## src/rtl/fetch_pkg.sv

```systemverilog
// Shared types and helpers for the instruction fetch queue.
package fetch_pkg;

  localparam int FETCH_XLEN = 32;
  localparam int ILEN       = 32;

  typedef struct packed {
    logic [FETCH_XLEN-1:0] pc;
    logic [ILEN-1:0]       instr;
  } fetch_entry_t;

  // Width of a counter able to hold 0..depth inclusive.
  function automatic int occ_w(input int depth);
    return $clog2(depth + 1);
  endfunction

endpackage

```

## src/rtl/fetch_fifo.sv

```systemverilog
// Synchronous FIFO of fetch entries; flush wins over push, head reads as zero when empty.
module fetch_fifo
  import fetch_pkg::*;
#(
  parameter int DEPTH = 4
) (
  input  logic                    clk,
  input  logic                    rst_n,
  input  logic                    push,
  input  fetch_entry_t            push_data,
  input  logic                    pop,
  input  logic                    flush,
  output fetch_entry_t            head,
  output logic [occ_w(DEPTH)-1:0] count,
  output logic                    full,
  output logic                    empty
);

  localparam int AW = $clog2(DEPTH);
  localparam int OW = occ_w(DEPTH);

  fetch_entry_t   mem [DEPTH];
  logic [AW-1:0]  wr_ptr;
  logic [AW-1:0]  rd_ptr;
  logic           do_push;
  logic           do_pop;

  assign empty   = (count == '0);
  assign full    = (count == OW'(DEPTH));
  assign do_pop  = pop && !empty && !flush;
  assign do_push = push && !flush && (!full || do_pop);

  always_ff @(posedge clk or negedge rst_n) begin
    if (!rst_n) begin
      wr_ptr <= '0;
      rd_ptr <= '0;
      count  <= '0;
    end else if (flush) begin
      wr_ptr <= '0;
      rd_ptr <= '0;
      count  <= '0;
    end else begin
      if (do_push) wr_ptr <= wr_ptr + AW'(1);
      if (do_pop)  rd_ptr <= rd_ptr + AW'(1);
      count <= count + OW'(do_push) - OW'(do_pop);
    end
  end

  // NOTE: storage has no reset; the pointers and count alone decide validity.
  always_ff @(posedge clk) begin
    if (do_push) mem[wr_ptr] <= push_data;
  end

  assign head = empty ? '0 : mem[rd_ptr];

endmodule

```

## src/rtl/fetch_queue_unit.sv

```systemverilog
// Instruction fetch unit: issues credit-limited in-order fetches and buffers
// responses for decode, discarding responses made stale by redirects.
module fetch_queue_unit
  import fetch_pkg::*;
#(
  parameter int                 XLEN     = FETCH_XLEN,
  parameter int                 DEPTH    = 4,
  parameter int                 MAX_OUT  = 2,
  parameter logic [XLEN-1:0]    RESET_PC = '0
) (
  input  logic                    clk,
  input  logic                    reset,
  input  logic                    halt,
  input  logic                    redirect_valid,
  input  logic [XLEN-1:0]         redirect_pc,
  output logic                    imem_req_valid,
  input  logic                    imem_req_ready,
  output logic [XLEN-1:0]         imem_req_addr,
  input  logic                    imem_rsp_valid,
  input  logic [31:0]             imem_rsp_data,
  output logic                    inst_valid,
  input  logic                    inst_ready,
  output logic [31:0]             inst_data,
  output logic [XLEN-1:0]         inst_pc,
  output logic [occ_w(DEPTH)-1:0] occupancy
);

  localparam int OW = occ_w(DEPTH);
  localparam int CW = $clog2(MAX_OUT + 1);
  localparam int SW = OW + CW;
  localparam logic [XLEN-1:0] PC_STEP = XLEN'(4);

  logic [XLEN-1:0] fetch_pc;
  logic [XLEN-1:0] rsp_pc;
  logic [CW-1:0]   inflight;
  logic [CW-1:0]   drop_cnt;
  logic [CW-1:0]   live_cnt;
  logic            req_pending;
  logic            can_issue;
  logic            req_hs;
  logic            rsp_keep;
  logic            rsp_drop;
  logic            inst_pop;
  logic            fifo_push;
  logic            fifo_full;
  logic            fifo_empty;
  fetch_entry_t    fifo_head;
  fetch_entry_t    fifo_in;

  // Stale responses still in flight will never take a queue slot.
  assign live_cnt  = inflight - drop_cnt;
  assign can_issue = !halt
                  && (inflight < CW'(MAX_OUT))
                  && ((SW'(occupancy) + SW'(live_cnt)) < SW'(DEPTH));

  // A raised request is held through halt; only a redirect withdraws it.
  assign imem_req_valid = reset && !redirect_valid && (req_pending || can_issue);
  assign imem_req_addr  = fetch_pc;
  assign req_hs         = imem_req_valid && imem_req_ready;

  assign rsp_keep = imem_rsp_valid && (drop_cnt == '0);
  assign rsp_drop = imem_rsp_valid && (drop_cnt != '0);

  assign inst_valid = !fifo_empty && !redirect_valid;
  assign inst_pop   = inst_valid && inst_ready;
  assign inst_data  = fifo_head.instr;
  assign inst_pc    = XLEN'(fifo_head.pc);

  assign fifo_push = rsp_keep && (!fifo_full || inst_pop);
  assign fifo_in   = '{pc: FETCH_XLEN'(rsp_pc), instr: imem_rsp_data};

  // NOTE: sequential state uses non-blocking assignments so every register
  // samples pre-edge values regardless of statement order.
  always_ff @(posedge clk or negedge reset) begin
    if (!reset) begin
      fetch_pc    <= RESET_PC;
      rsp_pc      <= RESET_PC;
      inflight    <= '0;
      drop_cnt    <= '0;
      req_pending <= 1'b0;
    end else if (redirect_valid) begin
      // Everything still outstanding is stale; a response arriving now is discarded too.
      fetch_pc    <= redirect_pc;
      rsp_pc      <= redirect_pc;
      inflight    <= inflight - CW'(imem_rsp_valid);
      drop_cnt    <= inflight - CW'(imem_rsp_valid);
      req_pending <= 1'b0;
    end else begin
      if (req_hs)   fetch_pc <= fetch_pc + PC_STEP;
      if (rsp_keep) rsp_pc   <= rsp_pc + PC_STEP;
      if (rsp_drop) drop_cnt <= drop_cnt - CW'(1);
      inflight    <= inflight + CW'(req_hs) - CW'(imem_rsp_valid);
      req_pending <= imem_req_valid && !imem_req_ready;
    end
  end

  fetch_fifo #(
    .DEPTH (DEPTH)
  ) u_fifo (
    .clk       (clk),
    .rst_n     (reset),
    .push      (fifo_push),
    .push_data (fifo_in),
    .pop       (inst_pop),
    .flush     (redirect_valid),
    .head      (fifo_head),
    .count     (occupancy),
    .full      (fifo_full),
    .empty     (fifo_empty)
  );

endmodule

```

## config.mk

```make
export PLATFORM = sky130hd
export DESIGN_NAME = fetch_queue_unit
export DESIGN_NICKNAME = d
export VERILOG_FILES = /design/src/rtl/fetch_pkg.sv /design/src/rtl/fetch_fifo.sv /design/src/rtl/fetch_queue_unit.sv
export SDC_FILE = /design/constraint.sdc
export NUM_CORES = 1
export LEC_CHECK = 0
export ABC_CLOCK_PERIOD_IN_PS = 4030
export CORE_MARGIN = 10
export CORE_UTILIZATION = 45
export DETAILED_ROUTE_END_ITERATION = 10
export PLACE_DENSITY = 0.74
export SYNTH_ARGS = -nofsm -noshare
export SYNTH_HDL_FRONTEND = slang
export SYNTH_HIERARCHICAL = 1
export SYNTH_SLANG_ARGS = --single-unit
export TNS_END_PERCENT = 5
```

## constraint.sdc

```tcl
create_clock -name clk -period 4.03 [get_ports clk]
set_input_delay 1.209 -clock clk [delete_from_list [all_inputs] [get_ports clk]]
set_output_delay 1.209 -clock clk [all_outputs]
set_load 0.02 [all_outputs]
```

# Word-level counts from Yosys, hierarchy flattened
# Memory sizes are Yosys's and may differ from the RTL's.
# Index checks and enable logic that the tools add are counted.
[word_totals] ff_bits=76 mem_bits_rw=256 in_bits=71 wordCells=71 latch_bits=0 romBits=0 memories=1 output_inout_bits=101
[op_classes] n_eq_ne=1 shifts=0 n_bitwise=0 n_reduce_logical=31 add_sub_neg=12 div_mod_pow=0 mux=16 mul=0 order_cmp=2
[memory_table] memory="u_fifo.mem" depth=4 word_bits=64 read_ports=1 rd_clocked_by_memory_dff=0 write_ports=1 line="fetch_fifo.sv:22" text="fetch_entry_t mem [DEPTH];"
[op_table] op="2-to-1 mux 32 bit" n=4
[op_table] op="adder 32 x 3 -> 32 bit (second input constant)" n=2
[op_table] op="2-to-1 mux 64 bit" n=1
[op_table] op="logical AND 1 bit" n=15
[op_table] op="2-to-1 mux 2 bit" n=7
[op_table] op="nonzero test 2 bit" n=6
[op_table] op="zero test 1 bit" n=5
[op_table] op="adder 2 x 1 -> 2 bit (second input constant)" n=2
[op_table] op="adder 3 x 2 -> 4 bit" n=1
[op_table] op="< comparator 4 x 3 -> 1 bit (second input constant)" n=1
[op_table] op="subtractor 2 x 1 -> 2 bit" n=2
[op_table] op="adder 3 x 1 -> 3 bit" n=1
[op_table] op="== test 3 bit (second input constant)" n=1
[op_table] op="zero test 3 bit" n=1
[op_table] op="logical OR 1 bit" n=3
[op_table] op="2-to-1 mux 1 bit" n=3
[op_table] op="2-to-1 mux 3 bit" n=1
[op_table] op="subtractor 3 x 1 -> 3 bit" n=1
[op_table] op="adder 2 x 1 -> 2 bit" n=1
[op_table] op="zero test 2 bit" n=1
[op_table] op="< comparator 2 bit (second input constant)" n=1
[op_table] op="subtractor 2 x 1 -> 2 bit (second input constant)" n=1
[op_table] op="subtractor 2 bit" n=1

# Longest topological paths before layout
# Gate-level depths: netlist (run 1).
[depth] ltp_word=11 depth_mapped=14 ltp_nobuf=14

# By module
# Netlist (run 1), hierarchy kept.
[modules_own_cells] mod="fetch_fifo" cells_per_inst=452 area_per_inst_um2=10126.0 n_inst=1 seq_area_each_um2=7862.5
[modules_own_cells] mod="fetch_queue_unit" cells_per_inst=504 area_per_inst_um2=4376.7 n_inst=1 seq_area_each_um2=1726.7

# Worst setup path after synthesis (run 1)
# OpenSTA, ideal clock, no wires.
[synth_timing] path_kind="in2reg" from="input redirect_valid" to="memory u_fifo/mem[0][0] in the netlist's numbering, enable pin" setup_ns=0.429 arrival_ns=4.153 path_stages=7 path_buffers=2 slack_ns=-0.552 t_required_ns=3.601 path_cell_list="clkbuf_1 clkbuf_1 nor2_1 nand2_1 a21oi_1 nor3b_1 and2_1"
[synth_between] elab_chain_cells=9 word_cells_on_any_way=12 classes_between="mux (2); reduce/logical (10)"
[synth_rtl] element="from (decl)" line="fetch_queue_unit.sv:14" text="input logic redirect_valid,"
[synth_rtl] element="zero test 1 bit" line="fetch_queue_unit.sv:64" text="assign inst_valid = !fifo_empty && !redirect_valid;"
[synth_rtl] element="logical AND 1 bit" line="fetch_queue_unit.sv:64"
[synth_rtl] element="via inst_valid" line="fetch_queue_unit.sv:21" text="output logic inst_valid,"
[synth_rtl] element="logical AND 1 bit" line="fetch_queue_unit.sv:65" text="assign inst_pop = inst_valid && inst_ready;"
[synth_rtl] element="logical OR 1 bit" line="fetch_queue_unit.sv:69" text="assign fifo_push = rsp_keep && (!fifo_full || inst_pop);"
[synth_rtl] element="logical AND 1 bit" line="fetch_queue_unit.sv:69"
[synth_rtl] element="via fifo_push" line="fetch_queue_unit.sv:44" text="logic fifo_push;"
[synth_rtl] element="logical AND 1 bit (2 in a row)" line="fetch_fifo.sv:31" text="assign do_push = push && !flush && (!full || do_pop);"
[synth_rtl] element="2-to-1 mux 1 bit" line="fetch_fifo.sv:51" text="if (do_push) mem[wr_ptr] <= push_data;"
[synth_rtl] element="2-to-1 mux 1 bit (implied by the code)" line="fetch_fifo.sv:51"
[synth_rtl] element="to (decl)" line="fetch_fifo.sv:22"
# The timed path passes the listed nets, and every way through them passes these cells.

# Final worst setup path (run 1)
[layout_timing] from="register u_fifo.rd_ptr[0]" to="output inst_data[21]"
[layout_between] elab_chain_cells=2
[layout_rtl] element="from (decl)" line="fetch_fifo.sv:24" text="logic [AW-1:0] rd_ptr;"
[layout_rtl] element="from (signal assigned)" line="fetch_fifo.sv:44" text="if (do_pop) rd_ptr <= rd_ptr + AW'(1);"
[layout_rtl] element="memory read (4 x 64 bit)"
[layout_rtl] element="2-to-1 mux 64 bit" line="fetch_fifo.sv:54" text="assign head = empty ? '0 : mem[rd_ptr];"
[layout_rtl] element="to (decl)" line="fetch_queue_unit.sv:23" text="output logic [31:0] inst_data,"
# No other way between the ends.

==> summary.txt, run 1 <==
Setup path
  – R2R depth: 15
  – CP Max Fanout: 22
  – CP Capture Point: inst_data[21]
  – WP data arrival: 2.68 ns
  – FF-to-FF setup slack: 1.20 ns
  – Req. time, crit path: 2.82 ns
  – Critical Path Start: u_fifo/rd_ptr[0]
  – Launch point of the worst reg-to-reg path: inflight[0]
  – Critical path type: flip-flop to primary output
  – Critical Path Start Type: flip-flop
  – Type of destination of the critical path: primary output
  – R2R Path End: inflight[1]

Logic synthesis
  – Syn Nets: 1,041
  – Post-synth EDFFs: 256
  – Synth Area in Simple Gates: 12.8%
  – Mapped cell area: 14,500 sq um
  – Synth Instances: 956
  – Sequential area share after synthesis: 66.1%
  – Largest family of logic cells by synthesized area: simple AND/OR/NAND/NOR gates
  – Adder-cell share of the synthesized area: 1.26%
  – Average size of a mapped cell: 15.2 sq um
  – YS warnings: 6
  – Post-synthesis compound-gate area fraction: 6.06%
  – Flops & latches, synth: 332
  – Multiplexer area fraction after synthesis: 10.3%
  – Xor/xnor share of the synthesized area: 1.03%
  – Main flop type after synthesis: edfxtp_1
  – Unique masters post-synth: 58
  – Ys async rst share: 22.9%

Clock network
  – CTS H-Tree Depth: 2
  – Clock transition at the registers of the reported paths: 0.06 ns
  – CTS tree: yes
  – Clk_lat worst skew: 0.50 ns
  – Post-CTS Repair Setup Buffers: 0
  – Clock Path Buffers: 3
  – Clock Tree Root: clkbuf_16
  – TritonCTS buffer count: 35
  – Clock Sinks: 332

Detailed routing
  – Initial drt markers: 567
  – Wirelength per Cell: 21.2 microns
  – Routed wire length: 33,000 microns
  – ANT nets after route: 0
  – Drt pass-1 iters: 5
  – Met1 Wirelength: 14,300 microns
  – Max layer used: met4
  – Met3 WL post-DR: 2610 microns
  – Via density: 5.84
  – DRC Markers: 0
  – Met2 wire len: 15,700 microns
  – Via count: 9,074

Floorplanning
  – Die X-Extent: 200 microns
  – Row cnt: 65
  – Die footprint: 39,800 sq um
  – Starting density of the core: 45.7%
  – Core area: 31,700 sq um
  – Chip height: 200 microns
  – Ports: 172

Place
  – RD Place Congestion: 0.867
  – I/O Buffers: 171
  – DPL Wire Length: 22,000 microns
  – Placed Cells: 1,497

STA
  – Final Skew: 0.00951 ns
  – Pins over their slew limit: 0
  – Final Hold Vio Count: 0
  – Period Utilization, post-route: 96.6%
  – Least-Margin Pin Slew: 1.02 ns
  – Minimum clock period: 3.89 ns
  – Fmax: 0.257 GHz
  – RSZ-0062 raised after global routing: false
  – Final setup vio count: 0
  – Slew margin rel.: 31.9%

Final layout
  – Synth-to-layout area growth: 23.4%
  – Cell Count, Final, Fillers Out: 1,554
  – Most frequent cells in the layout: edfxtp_1, clkdlybuf4s50_1, nor2b_1
  – Share of cells above drive strength 1: 13.9%
  – Final nets: 1,217
  – Filler cells: 2,469
  – Area occupied by multi-input gates: 4570 sq um
  – Commonest non-fill, non-tap cell in the layout: edfxtp_1
  – Sequential cell area: 9590 sq um
  – Antenna diodes: 0
  – Final core area utilization: 56.4%

Job
  – Max-cap violations: 0

Power and ir drop
  – P per Cell Area: 483 nW/um^2
  – Pwr Total: 8.65 mW
  – Leak Pwr: 5.95 nW
  – Worst ir drop on vdd: 235 uV

Global routing
  – Gr usage total: 16.5%
  – Largest net degree at the start of global routing: 78
  – Total global routing overflow: 0
  – Vias in the first global route: 9,109
  – Initial antenna violation count: 0
  – First-pass GRT wire length: 51,600 microns

Run status
  – Status: finished clean

Worst hold path
  – HP Class: flip-flop to flip-flop
[repair_timing]
item	CTS	global route
hold buffers	0	0
setup endpoints to repair	0	2
resized for setup	0	2
[worst min path at each step]
| stage | from | end | slack (ns) | depth (start not counted) |
|---|---|---|---|---|
| 6_report | imem_req_addr[1] | imem_req_addr[1] | 0.53 | 2 |
| 5_1_grt | imem_req_addr[0] | imem_req_addr[0] | 0.56 | 2 |
| 4_1_cts | imem_req_addr[1] | imem_req_addr[1] | 0.53 | 2 |
| 3_5_place_dp | imem_req_addr[1] | imem_req_addr[1] | 0.52 | 2 |
| 3_3_place_gp | rsp_pc[1] | u_fifo/mem[3][33] | 0.50 | 0 |
| 2_1_floorplan | rsp_pc[0] | u_fifo/mem[0][32] | 0.48 | 0 |
[metal layers]
layer | track usage (%) | up-vias
met1 | 22.6 | 4607
met4 | 3.39 | 0
met3 | 3.78 | 36
met2 | 26.6 | 316
met5 | 0 | -
li1 | - | 4115
[kinds of logic after synthesis]
family / count (synthesis)
mux: 69
fa+ha+maj: 14
xor+xnor: 17
compound gates: 117
buf+inv: 79
simple gates: 328
flops: 332
[cells in the mapped netlist, types with 10 or more instances]
cell,instances,share of area (%)
edfxtp_1,256,53
dfrtp_1,76,13
nor2b_1,76,3.3
mux4_2,64,9.9
nor2_1,50,1.3
clkbuf_1,38,0.98
nand2_1,38,0.98
nand4_1,30,1.3
nor4_1,25,1.1
inv_1,22,0.57
nand3_1,20,0.69
and3_1,17,0.73
o21ai_0,17,0.59
a31oi_1,16,0.69
o31a_1,16,0.97
nor3_1,15,0.52
ha_1,13,1.1
nand2b_1,12,0.52
a311oi_1,11,0.66
buf_2,11,0.38
and4_1,10,0.60
xor2_1,10,0.60
[worst max-delay path: stages, from the launching register on]
cell	delay, ns
dfrtp_4	0.67
buf_12	0.27
mux4_2	0.53
nor2b_1	0.15
clkdlybuf4s50_1	0.55
[through the flow]
| step | cell area [sq um] | TNS, ns | worst slack (ns) | hold WS (ns) |
|---|---|---|---|---|
| final | 17900 | 0 | 0.137 | 0.527 |
| after global routing | 17900 | 0 | 0.00577 | 0.557 |
| after CTS | 17900 | 0 | 0.0572 | 0.527 |
| after detailed placement | 16800 | 0 | 0.149 | 0.518 |
| after global placement | 16800 | 0 | 0.134 | 0.498 |
| after floorplan | 14500 | -105.85 | -0.551 | 0.476 |
[cell type report]
cell class | count | share of cell area, %
clock buffers | 42 | 5.15
flip-flops and latches | 332 | 53.6
repair buffers | 196 | 11.4
multi-input cells | 545 | 25.5
well taps | 402 | 2.81
inverters | 22 | 0.461
clock inverters | 15 | 1.01
[report_power, final]
part | internal, mW | total [mW] | switching (mW)
registers | 3.94 | 4.14 | 0.205
logic | 0.646 | 1.40 | 0.753
clock network | 1.88 | 3.11 | 1.23
[registers in the layout, summed over array words and instances (netlist names)]
name,cells
u_fifo/mem,256
imem_req_addr,32
rsp_pc,32
u_fifo/count,3
drop_cnt,2
inflight,2
u_fifo/rd_ptr,2
u_fifo/wr_ptr,2
req_pending,1
(Power assumes the default switching activity.)
==> run 2, diff against run 1 <==
Settings changed: SKIP_CTS_REPAIR_TIMING from default to 1.
==> results of run 2 <==
No change in the layout: final DEF, timing and power equal those of run 1.
==> run 3, diff against run 2 <==
Settings changed: ABC_CLOCK_PERIOD_IN_PS 4030 to 3300, PLACE_DENSITY 0.74 to 0.76.
Clock period 4.03 ns to 3.3 ns, I/O delays scaled along.
==> run 3 against run 2 <==
Worst hold slack worse by 0.21 ns; design area grew 2.0%; clock skew is 0.0017 ns lower; sequential cell count did not move; clock power up 22%; largest cell class unchanged; highest routed layer unchanged.
==> summary.txt, run 3 (same netlist as run 1, synthesis figures left out) <==
Run status
  – Status: finished clean

Final layout
  – Antenna diodes: 0 (unchanged)
  – Max FFs per register: 256 (unchanged)
  – Final nets: 1,229 (+0.99%)
  – Sequential cell area: 9590 sq um (unchanged)
  – Synth-to-layout area growth: 25.8%
  – Area occupied by multi-input gates: 4590 sq um (+0.27%)
  – Most frequent cells in the layout: edfxtp_1, clkdlybuf4s50_1, nor2b_1
  – Biggest register: u_fifo/mem
  – Filler cells: 2,439 (-1.2%)
  – Commonest non-fill, non-tap cell in the layout: edfxtp_1
  – Share of cells above drive strength 1: 15.3% (+1.4 points)
  – Cell Count, Final, Fillers Out: 1,573 (+1.2%)

STA
  – Pins over their slew limit: 0 (unchanged)
  – RSZ-0062 raised after global routing: true
  – Final Hold Vio Count: 0 (unchanged)
  – Final Skew: 0.00779 ns (-0.00172 ns)
  – Minimum clock period: 3.24 ns
  – Fmax: 0.309 GHz
  – Period Utilization, post-route: 98.2%
  – Least-Margin Pin Slew: 0.958 ns (-0.0607 ns)
  – Final setup vio count: 0 (unchanged)
  – Slew margin rel.: 36.1% (+4.2 points)
  – Final hold slack: 0.316 ns (-0.211 ns)

Clock network
  – Clock transition at the registers of the reported paths: 0.06 ns (about the same)
  – Clock Sinks: 332 (unchanged)
  – CTS H-Tree Depth: 2 (unchanged)
  – Clock Path Buffers: 3 (unchanged)
  – Clk_lat worst skew: 0.51 ns (about the same)
  – Clock Tree Root: clkbuf_16
  – CTS tree: yes
  – TritonCTS buffer count: 35 (unchanged)

Detailed routing
  – Routed wire length: 33,500 microns (+1.5%)
  – Via density: 5.84 (about the same)
  – DRC Markers: 0 (unchanged)
  – Wirelength per Cell: 21.3 microns (+0.27%)
  – ANT nets after route: 0 (unchanged)
  – Max layer used: met4
  – Drt pass-1 iters: 6 (+1)
  – Met3 WL post-DR: 2700 microns (+3.3%)
  – Met1 Wirelength: 14,700 microns (+2.7%)
  – Met2 wire len: 15,600 microns (-0.54%)
  – Initial drt markers: 562 (-0.88%)
  – Via count: 9,193 (+1.3%)

Worst hold path
  – HP Class: input port to async pin

Global routing
  – Total global routing overflow: 0 (unchanged)
  – First-pass GRT wire length: 52,800 microns (+2.2%)
  – Largest net degree at the start of global routing: 71 (-9.0%)
  – Vias in the first global route: 9,334 (+2.5%)
  – Initial antenna violation count: 0 (unchanged)
  – Gr usage total: 16.9% (+0.35 points)

Place
  – DPL Wire Length: 22,300 microns (+1.7%)
  – RD Place Congestion: 0.860 (-0.86%)
  – I/O Buffers: 171 (unchanged)
  – Placed Cells: 1,506 (+0.60%)

Floorplanning
  – Core area: 31,700 sq um (unchanged)
  – Ports: 172 (unchanged)
  – Row cnt: 65 (unchanged)
  – Starting density of the core: 45.7% (unchanged)
  – Die footprint: 39,800 sq um (unchanged)
  – Chip height: 200 microns (unchanged)
  – Die X-Extent: 200 microns (unchanged)

Power and ir drop
  – Worst ir drop on vdd: 319 uV (+36%)
  – Leak Pwr: 7.15 nW (+20%)
  – P per Cell Area: 578 nW/um^2 (+19%)

Setup path
  – Launch point of the worst reg-to-reg path: u_fifo/count[1]
  – WP data arrival: 2.25 ns (-0.43 ns)
  – Req. time, crit path: 2.31 ns (-0.51 ns)
  – Critical Path Start: inflight[0]
  – CP Max Fanout: 3 (-86%)
  – Critical path type: flip-flop to primary output
  – Critical Path Start Type: flip-flop
  – Type of destination of the critical path: primary output

Job
  – Max-cap violations: 0 (unchanged)
-- run 3: changes by cell type in the layout (fill, tap and decap cells not counted), sizes merged, moves of 4 or more --
cell           before  now
clkdlybuf4s50     167  104
dlymetal6s2s        2   64
buf                27   39
clkbuf             42   46
clkinv             10   14
-- run 3: stage by stage --
stage | utilization [%] | TNS, ns | area, sq um | total power [mW] | setup WS (ns)
after floorplan | - | 0 | 14500 | 6.05 | 0.0131
after global placement | 53.4 | -0.152 | 17000 | 6.84 | -0.146
after detailed placement | 53.4 | -0.193 | 17000 | 6.89 | -0.139
after CTS | 57.0 | -15.29 | 18100 | 10.7 | -0.418
after global routing | 57.5 | -0.0794 | 18300 | 11.0 | -0.0794
final | 57.5 | 0 | 18300 | 10.5 | 0.0595
-- run 3: layer usage --
metal / GRT usage (%) / vias to the layer above
met5: 0 / -
met4: 3.48 / 0
met3: 3.75 / 42
met2: 26.9 / 373
met1: 23.4 / 4624
li1: - / 4154
-- run 3: final timing paths --
path	cells after the start	to	slack, ns
setup / recovery	9	imem_req_valid	0.06
hold / removal	1	u_fifo/count[0]	0.32
setup reg to reg	14	u_fifo/count[2]	0.36
hold reg to reg	0	u_fifo/mem[2][32]	0.52
max in group asynchronous	2	rsp_pc[27]	1.80
min in group clk	0	u_fifo/mem[2][32]	0.52
-- run 3: power by group --
| group | internal, mW | total [mW] | switching [mW] | leakage, nW |
|---|---|---|---|---|
| sequential | 4.81 | 5.06 | 0.249 | 3.19 |
| combinational | 0.784 | 1.70 | 0.920 | 3.42 |
| clock | 2.21 | 3.78 | 1.56 | 0.542 |
| total | 7.81 | 10.5 | 2.73 | 7.15 |
-- run 3: critical path, cell delays in order (launching register included) --
cell and delay [ns]:
dfrtp_1 0.35, inv_1 0.07, ha_1 0.20, xnor2_1 0.16, xnor2_1 0.14, ha_1 0.24, nand4bb_1 0.16, o211ai_1 0.14
nor2_1 0.11, clkbuf_2 0.17
-- run 3: cell type report --
class                           instances  share of cell area [%]
Sequential cell                       332                    52.6
Multi-Input combinational cell        545                    25.1
Timing Repair Buffer                  208                    13.0
Clock buffer                           45                    5.23
Tap cell                              402                    2.76
Clock inverter                         19                   0.884
Inverter                               22                   0.452
